**src/rtl/uart_rx_fifo_if.sv**
```systemverilog
// Byte stream between the UART receiver, the receive FIFO and its consumer.
// The FIFO takes the slave view. The producer/consumer side takes the master view.
interface uart_rx_fifo_if;
  logic [7:0] rx_data;
  logic       rx_ready;
  logic       rx_error;
  logic [7:0] out_data;
  logic       out_err;
  logic       out_valid;
  logic       out_ready;

  modport master (
    output rx_data, rx_ready, rx_error, out_ready,
    input  out_data, out_err, out_valid
  );

  modport slave (
    input  rx_data, rx_ready, rx_error, out_ready,
    output out_data, out_err, out_valid
  );
endinterface

```
**src/rtl/uart_rx_fifo.sv**
```systemverilog
// UART receive FIFO with a first-word-fall-through head; a written byte is visible 1 cycle later.
// There is no backpressure to rx: a byte arriving while full with no read is dropped and counted.
module uart_rx_fifo #(
  parameter int DEPTH = 8,
  localparam int AW = $clog2(DEPTH)
) (
  input  logic                 clk,
  input  logic                 rst_n,
  uart_rx_fifo_if.slave        bus,
  input  logic                 flush,
  input  logic                 clr_ovf,
  output logic [AW:0]          count,
  output logic                 full,
  output logic                 empty,
  output logic                 overflow,
  output logic [7:0]           drop_cnt
);

  localparam logic [AW:0]   FULL_CNT = (AW+1)'(DEPTH);
  localparam logic [AW:0]   CNT_ONE  = (AW+1)'(1);
  localparam logic [AW-1:0] PTR_ONE  = AW'(1);

  logic [8:0]    mem_q [DEPTH];
  logic [8:0]    head;
  logic [AW-1:0] wr_ptr_q, wr_ptr_d;
  logic [AW-1:0] rd_ptr_q, rd_ptr_d;
  logic [AW:0]   count_q, count_d;
  logic          ovf_q, ovf_d;
  logic [7:0]    drop_cnt_q, drop_cnt_d;
  logic          rd_ev, wr_ev, drop;

  always_comb begin
    rd_ptr_d   = rd_ptr_q;
    wr_ptr_d   = wr_ptr_q;
    count_d    = count_q;
    ovf_d      = ovf_q;
    drop_cnt_d = drop_cnt_q;

    rd_ev = (count_q != '0) && bus.out_ready;
    // A read in the same cycle frees the slot, so a full FIFO still accepts the byte.
    wr_ev = bus.rx_ready && ((count_q != FULL_CNT) || rd_ev) && !flush;
    drop  = bus.rx_ready && (count_q == FULL_CNT) && !rd_ev && !flush;

    if (flush) begin
      rd_ptr_d = '0;
      wr_ptr_d = '0;
      count_d  = '0;
    end else begin
      if (wr_ev) wr_ptr_d = wr_ptr_q + PTR_ONE;
      if (rd_ev) rd_ptr_d = rd_ptr_q + PTR_ONE;
      case ({wr_ev, rd_ev})
        2'b10:   count_d = count_q + CNT_ONE;
        2'b01:   count_d = count_q - CNT_ONE;
        default: count_d = count_q;
      endcase
    end

    // A drop in the clearing cycle counts as the first drop after the clear.
    if (clr_ovf) begin
      ovf_d      = drop;
      drop_cnt_d = drop ? 8'd1 : 8'd0;
    end else if (drop) begin
      ovf_d = 1'b1;
      if (drop_cnt_q != 8'hFF) drop_cnt_d = drop_cnt_q + 8'd1;
    end
  end

  always_ff @(posedge clk or negedge rst_n) begin
    if (!rst_n) begin
      wr_ptr_q   <= '0;
      rd_ptr_q   <= '0;
      count_q    <= '0;
      ovf_q      <= 1'b0;
      drop_cnt_q <= 8'd0;
    end else begin
      wr_ptr_q   <= wr_ptr_d;
      rd_ptr_q   <= rd_ptr_d;
      count_q    <= count_d;
      ovf_q      <= ovf_d;
      drop_cnt_q <= drop_cnt_d;
    end
  end

  always_ff @(posedge clk) begin
    if (wr_ev) mem_q[wr_ptr_q] <= {bus.rx_error, bus.rx_data};
  end

  assign head          = mem_q[rd_ptr_q];
  assign bus.out_data  = head[7:0];
  assign bus.out_err   = head[8];
  assign bus.out_valid = (count_q != '0);

  assign count    = count_q;
  assign full     = (count_q == FULL_CNT);
  assign empty    = (count_q == '0);
  assign overflow = ovf_q;
  assign drop_cnt = drop_cnt_q;

endmodule

```
**src/flat_wrapper.sv**
```systemverilog
// flat-port wrapper written by rule: the top's interface ports become plain ports
module uart_rx_fifo_flat 
#(
  parameter int DEPTH = 8,
  localparam int AW = $clog2(DEPTH)
)
  (clk, rst_n, flush, clr_ovf, count, full, empty, overflow, drop_cnt, bus_rx_data, bus_rx_ready, bus_rx_error, bus_out_ready, bus_out_data, bus_out_err, bus_out_valid);
  uart_rx_fifo_if bus_i ();
  input  logic clk;
  input  logic rst_n;
  input  logic flush;
  input  logic clr_ovf;
  output logic [AW:0] count;
  output logic full;
  output logic empty;
  output logic overflow;
  output logic [7:0] drop_cnt;
  input wire logic [$bits(bus_i.rx_data)-1:0] bus_rx_data;
  input wire logic [$bits(bus_i.rx_ready)-1:0] bus_rx_ready;
  input wire logic [$bits(bus_i.rx_error)-1:0] bus_rx_error;
  input wire logic [$bits(bus_i.out_ready)-1:0] bus_out_ready;
  output wire logic [$bits(bus_i.out_data)-1:0] bus_out_data;
  output wire logic [$bits(bus_i.out_err)-1:0] bus_out_err;
  output wire logic [$bits(bus_i.out_valid)-1:0] bus_out_valid;
  assign bus_i.rx_data = bus_rx_data;
  assign bus_i.rx_ready = bus_rx_ready;
  assign bus_i.rx_error = bus_rx_error;
  assign bus_i.out_ready = bus_out_ready;
  assign bus_out_data = bus_i.out_data;
  assign bus_out_err = bus_i.out_err;
  assign bus_out_valid = bus_i.out_valid;
  uart_rx_fifo #(.DEPTH(DEPTH)) u_core (.clk(clk), .rst_n(rst_n), .bus(bus_i), .flush(flush), .clr_ovf(clr_ovf), .count(count), .full(full), .empty(empty), .overflow(overflow), .drop_cnt(drop_cnt));
endmodule
```
**config.mk**
```make
export PLATFORM = sky130hd
export DESIGN_NAME = uart_rx_fifo_flat
export DESIGN_NICKNAME = d
export VERILOG_FILES = /design/src/rtl/uart_rx_fifo_if.sv /design/src/rtl/uart_rx_fifo.sv /design/src/flat_wrapper.sv
export SDC_FILE = /design/constraint.sdc
export NUM_CORES = 1
export LEC_CHECK = 0
export ABC_CLOCK_PERIOD_IN_PS = 4900
export CORE_AREA = 2 2 92 94
export DETAILED_ROUTE_END_ITERATION = 10
export DIE_AREA = 0 0 94 96
export GPL_TIMING_DRIVEN = 0
export PLACE_DENSITY = 0.81
export SETUP_SLACK_MARGIN = 0.02
export SLEW_MARGIN = 15
export SYNTH_ARGS = -nofsm -noshare
export SYNTH_HDL_FRONTEND = slang
export SYNTH_SLANG_ARGS = --single-unit
```
**constraint.sdc**
```tcl
create_clock -name clk -period 4.9 [get_ports clk]
set_input_delay 0.98 -clock clk [delete_from_list [all_inputs] [get_ports clk]]
set_output_delay 0.98 -clock clk [all_outputs]
set_load 0.03 [all_outputs]
```
* Yosys cells after proc, flatten, opt, wreduce, memory -nomap -nowiden *
Memory sizes are Yosys's and may differ from the RTL's.
Cells that the tools add are included.

cells by class
  add/subtract/negate cells = 5
  equal/unequal tests = 5
  mux-type cells = 14
  reduce and logical (&&, ||, !) cells = 17

operators with widths
  kind                                                                 count
  8-bit two-way mux                                                    3
  3-bit two-way mux                                                    4
  8-bit by 1-bit adder with 8-bit output (second input constant)       1
  8-bit != test (second input constant)                                1
  4-bit one-hot mux with 2 select lines                                1
  2-bit nonzero test                                                   4
  3-bit by 1-bit adder with 3-bit output (second input constant)       2
  1-bit logical AND                                                    6
  1-bit two-way mux                                                    5
  4-bit by 1-bit adder with 4-bit output (second input constant)       1
  4-bit == test (second input constant)                                1
  4-bit zero test                                                      1
  4-bit two-way mux                                                    1
  4-bit != test (second input constant)                                1
  4-bit nonzero test                                                   1
  4-bit by 1-bit subtractor with 4-bit output (second input constant)  1
  3-bit nonzero test                                                   1
  2-bit by 1-bit == test with 1-bit output (second input constant)     1
  2-bit == test (second input constant)                                1
  1-bit zero test                                                      2
  2-bit AND reduction                                                  1
  1-bit logical OR                                                     1

storage, ports and cells
  register bits after elaboration = 19
  bits in writable memories = 72
  input bits = 15
  output and inout bits = 25
  logic and storage cells = 47
  memories = 1

memories
  memory        words  width  read ports  clocked after Yosys merged registers in  wr ports  line                source
  u_core.mem_q  8      9      1           0                                        1         uart_rx_fifo.sv:23  logic [8:0] mem_q [DEPTH];

* Logic depth before layout (Yosys ltp) *
Gate-level depths: netlist of the first run.

  word-level depth = 8
  mapped depth = 8
  gate-level depth less buffers = 7

* Worst setup path after synthesis of the first run *
No wires, ideal clock.

  path kind = flip-flop to output port
  from = register u_core.rd_ptr_q[0]
  to = output bus_out_data[0]
  data arrival time = 2.087 ns
  data required time = 3.920 ns
  path slack = 1.833 ns
  cell stages (with the launch flop) = 5
  buffers on the path = 2
  cell sequence = dfrtp_1 -> clkbuf_1 -> buf_2 -> mux4_2 -> mux2_2

on the way
  word-level cells in the longest chain between the ends = 1

ends and longest elaborated chain
  item                      line                source
  start: declaration        uart_rx_fifo.sv:26  logic [AW-1:0] rd_ptr_q, rd_ptr_d;
  start signal: assignment  uart_rx_fifo.sv:77  rd_ptr_q <= rd_ptr_d;
  memory 8 x 9 bit          n/a
  end: declaration          flat_wrapper.sv:22  output wire logic [$bits(bus_i.out_data)-1:0] bus_out_data;

Every way passes these cells.

* Worst setup path after layout of the first run *
  from = register u_core.rd_ptr_q[0]
  to = output bus_out_data[6]

The elaborated chain is that of the path after synthesis.

==> run summary, run 1 <==
Post-DRT Antenna Nets: 0
clk buf depth: 2
PwrDens: 450 nW/µm²
Ys Warns: 0
fin crit period: 4.30 ns
buffers added on ports: 38
final-stage net count: 315
vias per inst: 5.53
Async S/R FF share, synth: 20.9%
Synth area leaders: edfxtp_1 (55%), dfrtp_1 (12%), mux4_2 (10%)
H-tree Lvls: 3
post-CTS setup buffers: 0
Setup WS post-layout: 0.597 ns
post-synthesis mux area share: 14.3%
initial core utilization: 48.7%
largest net degree at the start of global routing: 20
Synth top cells by count: edfxtp_1 (72), dfrtp_1 (19), mux4_2 (18), nor2_1 (18), mux2_2 (12)
critical path's slowest cell: clkbuf_1
# DRC: 0
post-synth net total: 264
most frequent cell after synthesis: edfxtp_1
Slew @ Worst Pin: 1.01 ns
register area: 2640 µm²
Synth Flop Type: edfxtp_1
CP Max Fanout: 10
fill count: 622
gpl congestion: 0.864
simple-gate share of the synthesized area: 8.59%
multi-input combinational cell area: 1220 µm²
area leader, netlist: edfxtp_1
area grow syn2layout: 18.9%
CTS Buf Count: 9
Total GRT Usage: 18.1%
Worst-Skew Late Latency: 0.36 ns
WP data required: 3.92 ns
Final Hold Vio Count: 0
syn_area_per_cell: 16.1 µm²
startpoint class of the critical path: register
Max Clock Freq: 232 MHz
via total after detailed routing: 2230
clock skew: 0.00845 ns
max-slew violation count: 0
flops & latches, synth: 91
first drt pass iteration count: 4
clock tree root buffer cell: clkbuf_8
Cell Chain, Critical Path: clkbuf_1 > buf_2 > mux4_2 > mux2_2 > clkdlybuf4s50_1
WL final: 7310 µm
Die Span X: 94 µm
Cell Area, Synth: 3920 µm²
EDFF count, synth: 72
# diodes: 0
share of layout cells above drive strength 1: 18.8%
worst hold path class: reg2reg
core area: 8050 µm²
Synth Area in Compound Gates: 4.18%
Non-Filler Instances: 403
Yosys cell types: 43
# hold bufs at CTS: 0
final setup fails: 0
gr ovfl total: 0
initial antenna violation count: 0
post-place setup slack: 0.914 ns
first-pass GRT wire length: 11900 µm
CTS tree: built
WL per Instance: 18.1 µm
Die Y: 96 µm
Setup Crit Path Kind: reg2out
Mapped Cells: 243
area share of the largest cell type after synthesis: 55.2%
Leakage: 1.59 nW
crit path buf inv count: 3
Total Neg Setup Slack: 0 ns
CTS clk-pin slew, worst paths: 0.09 ns
crit share post-route: 87.8%
main combinational cell family by area after synthesis: multiplexers
Ports: 40
# resized after CTS: 0
post-synthesis xor/xnor area fraction: 1.56%
cell family with most CP delay: buffers and inverters
CP arrival: 3.32 ns
outcome: finished clean
Max-Cap Viols: 0
Crit. End Element: output port
DRT iter0 DRCs: 140
adder-cell share of the synthesized area: 2.11%
die footprint: 9020 µm²
post-synthesis sequential area ratio: 67.3%
Peak VDD IR: 0.000316 V
Largest stage delay, worst path: 0.66 ns
total power: 2.10 mW
RSZ-0062 raised after global routing: no
detailed placement HPWL: 4680 µm
# rows: 33
Max-Slew Margin vs Limit: 32.3%
Sink Count: 91
Placed Instances: 388
vias in the first global route: 2292
[area by class of cell]
class	instances	share of cell area, %
multi-input cells	133	26.2
well taps	105	2.82
inverters	8	0.644
clock buffers	9	2.66
repair buffers	40	8.49
plain buffers	11	1.02
clock inverters	6	1.53
flip-flops and latches	91	56.6
[layer usage]
| layer | wire length (µm) | global-route usage [%] | vias up |
|---|---|---|---|
| li1 | - | - | 1054 |
| met1 | 3150 | 23.5 | 1104 |
| met2 | 3700 | 30.2 | 66 |
| met3 | 396 | 5.32 | 6 |
| met4 | 60 | 4.71 | 0 |
| met5 | 0 | 0 | - |
[flip-flops by register name, indices dropped and copies added, names as in the netlist]
register and count:
u_core.rd_ptr_q 3, u_core.drop_cnt 8, u_core.overflow 1, u_core.count 4, u_core.mem_q 72, u_core.wr_ptr_q 3
[path summary, 6_finish.rpt]
kind	from	endpoint	slack, ns	cells after the start
min	u_core.overflow	u_core.overflow	0.54	2
max	u_core.rd_ptr_q[0]	bus_out_data[6]	0.60	5
max in group asynchronous	rst_n	u_core.drop_cnt[3]	3.23	1
min reg2reg	u_core.overflow	u_core.overflow	0.54	2
max reg2reg	u_core.count[1]	u_core.count[3]	2.31	7
min in group asynchronous	rst_n	u_core.count[3]	1.13	1
[metrics by stage]
step	hold slack, ns	cell area [µm²]	util, %
2_1_floorplan	0.546	3920	-
3_3_place_gp	0.521	4430	55.0
3_5_place_dp	0.517	4460	55.4
4_1_cts	0.537	4650	57.8
5_1_grt	0.581	4660	57.9
6_report	0.537	4660	57.9
[cell usage in the layout, fill, tap and decap left out, drive strengths merged, types with 5 or more instances in the layout]
master,count
edfxtp,72
clkdlybuf4s50,38
dfrtp,19
mux4,18
nor2,18
clkbuf,17
mux2,12
a21oi,11
inv,11
nor3,8
nand2b,6
nand3,6
ha,5
buf,5
[cells by family (layout without fill, tap and decap cells)]
logic type | Yosys count | after routing
multiplexers | 32 | 32
AND/OR/NAND/NOR | 62 | 62
adder cells (fa/ha/maj) | 6 | 6
buffers and inverters | 19 | 74
flip-flops | 91 | 91
AO/OA/AOI/OAI | 26 | 26
XOR/XNOR | 7 | 7
[worst min-delay path: stages (launching register included)]
cell and delay, ns:
dfrtp_1 0.39, inv_1 0.05, o21ai_0 0.06
[report_power, final]
group / switching (mW) / leakage [nW] / total, mW / internal (mW)
logic: 0.364 / 0.581 / 0.684 / 0.320
clock network: 0.267 / 0.0927 / 0.505 / 0.238
registers: 0.0377 / 0.911 / 0.910 / 0.872
total: 0.668 / 1.59 / 2.10 / 1.43
(Power assumes the default switching activity.)
==> inputs of run 2 (changes only) <==
SKIP_LAST_GASP = 1   (was default)
==> results of run 2 <==
Same layout as run 1: the final DEF is identical, and so are final timing and power.
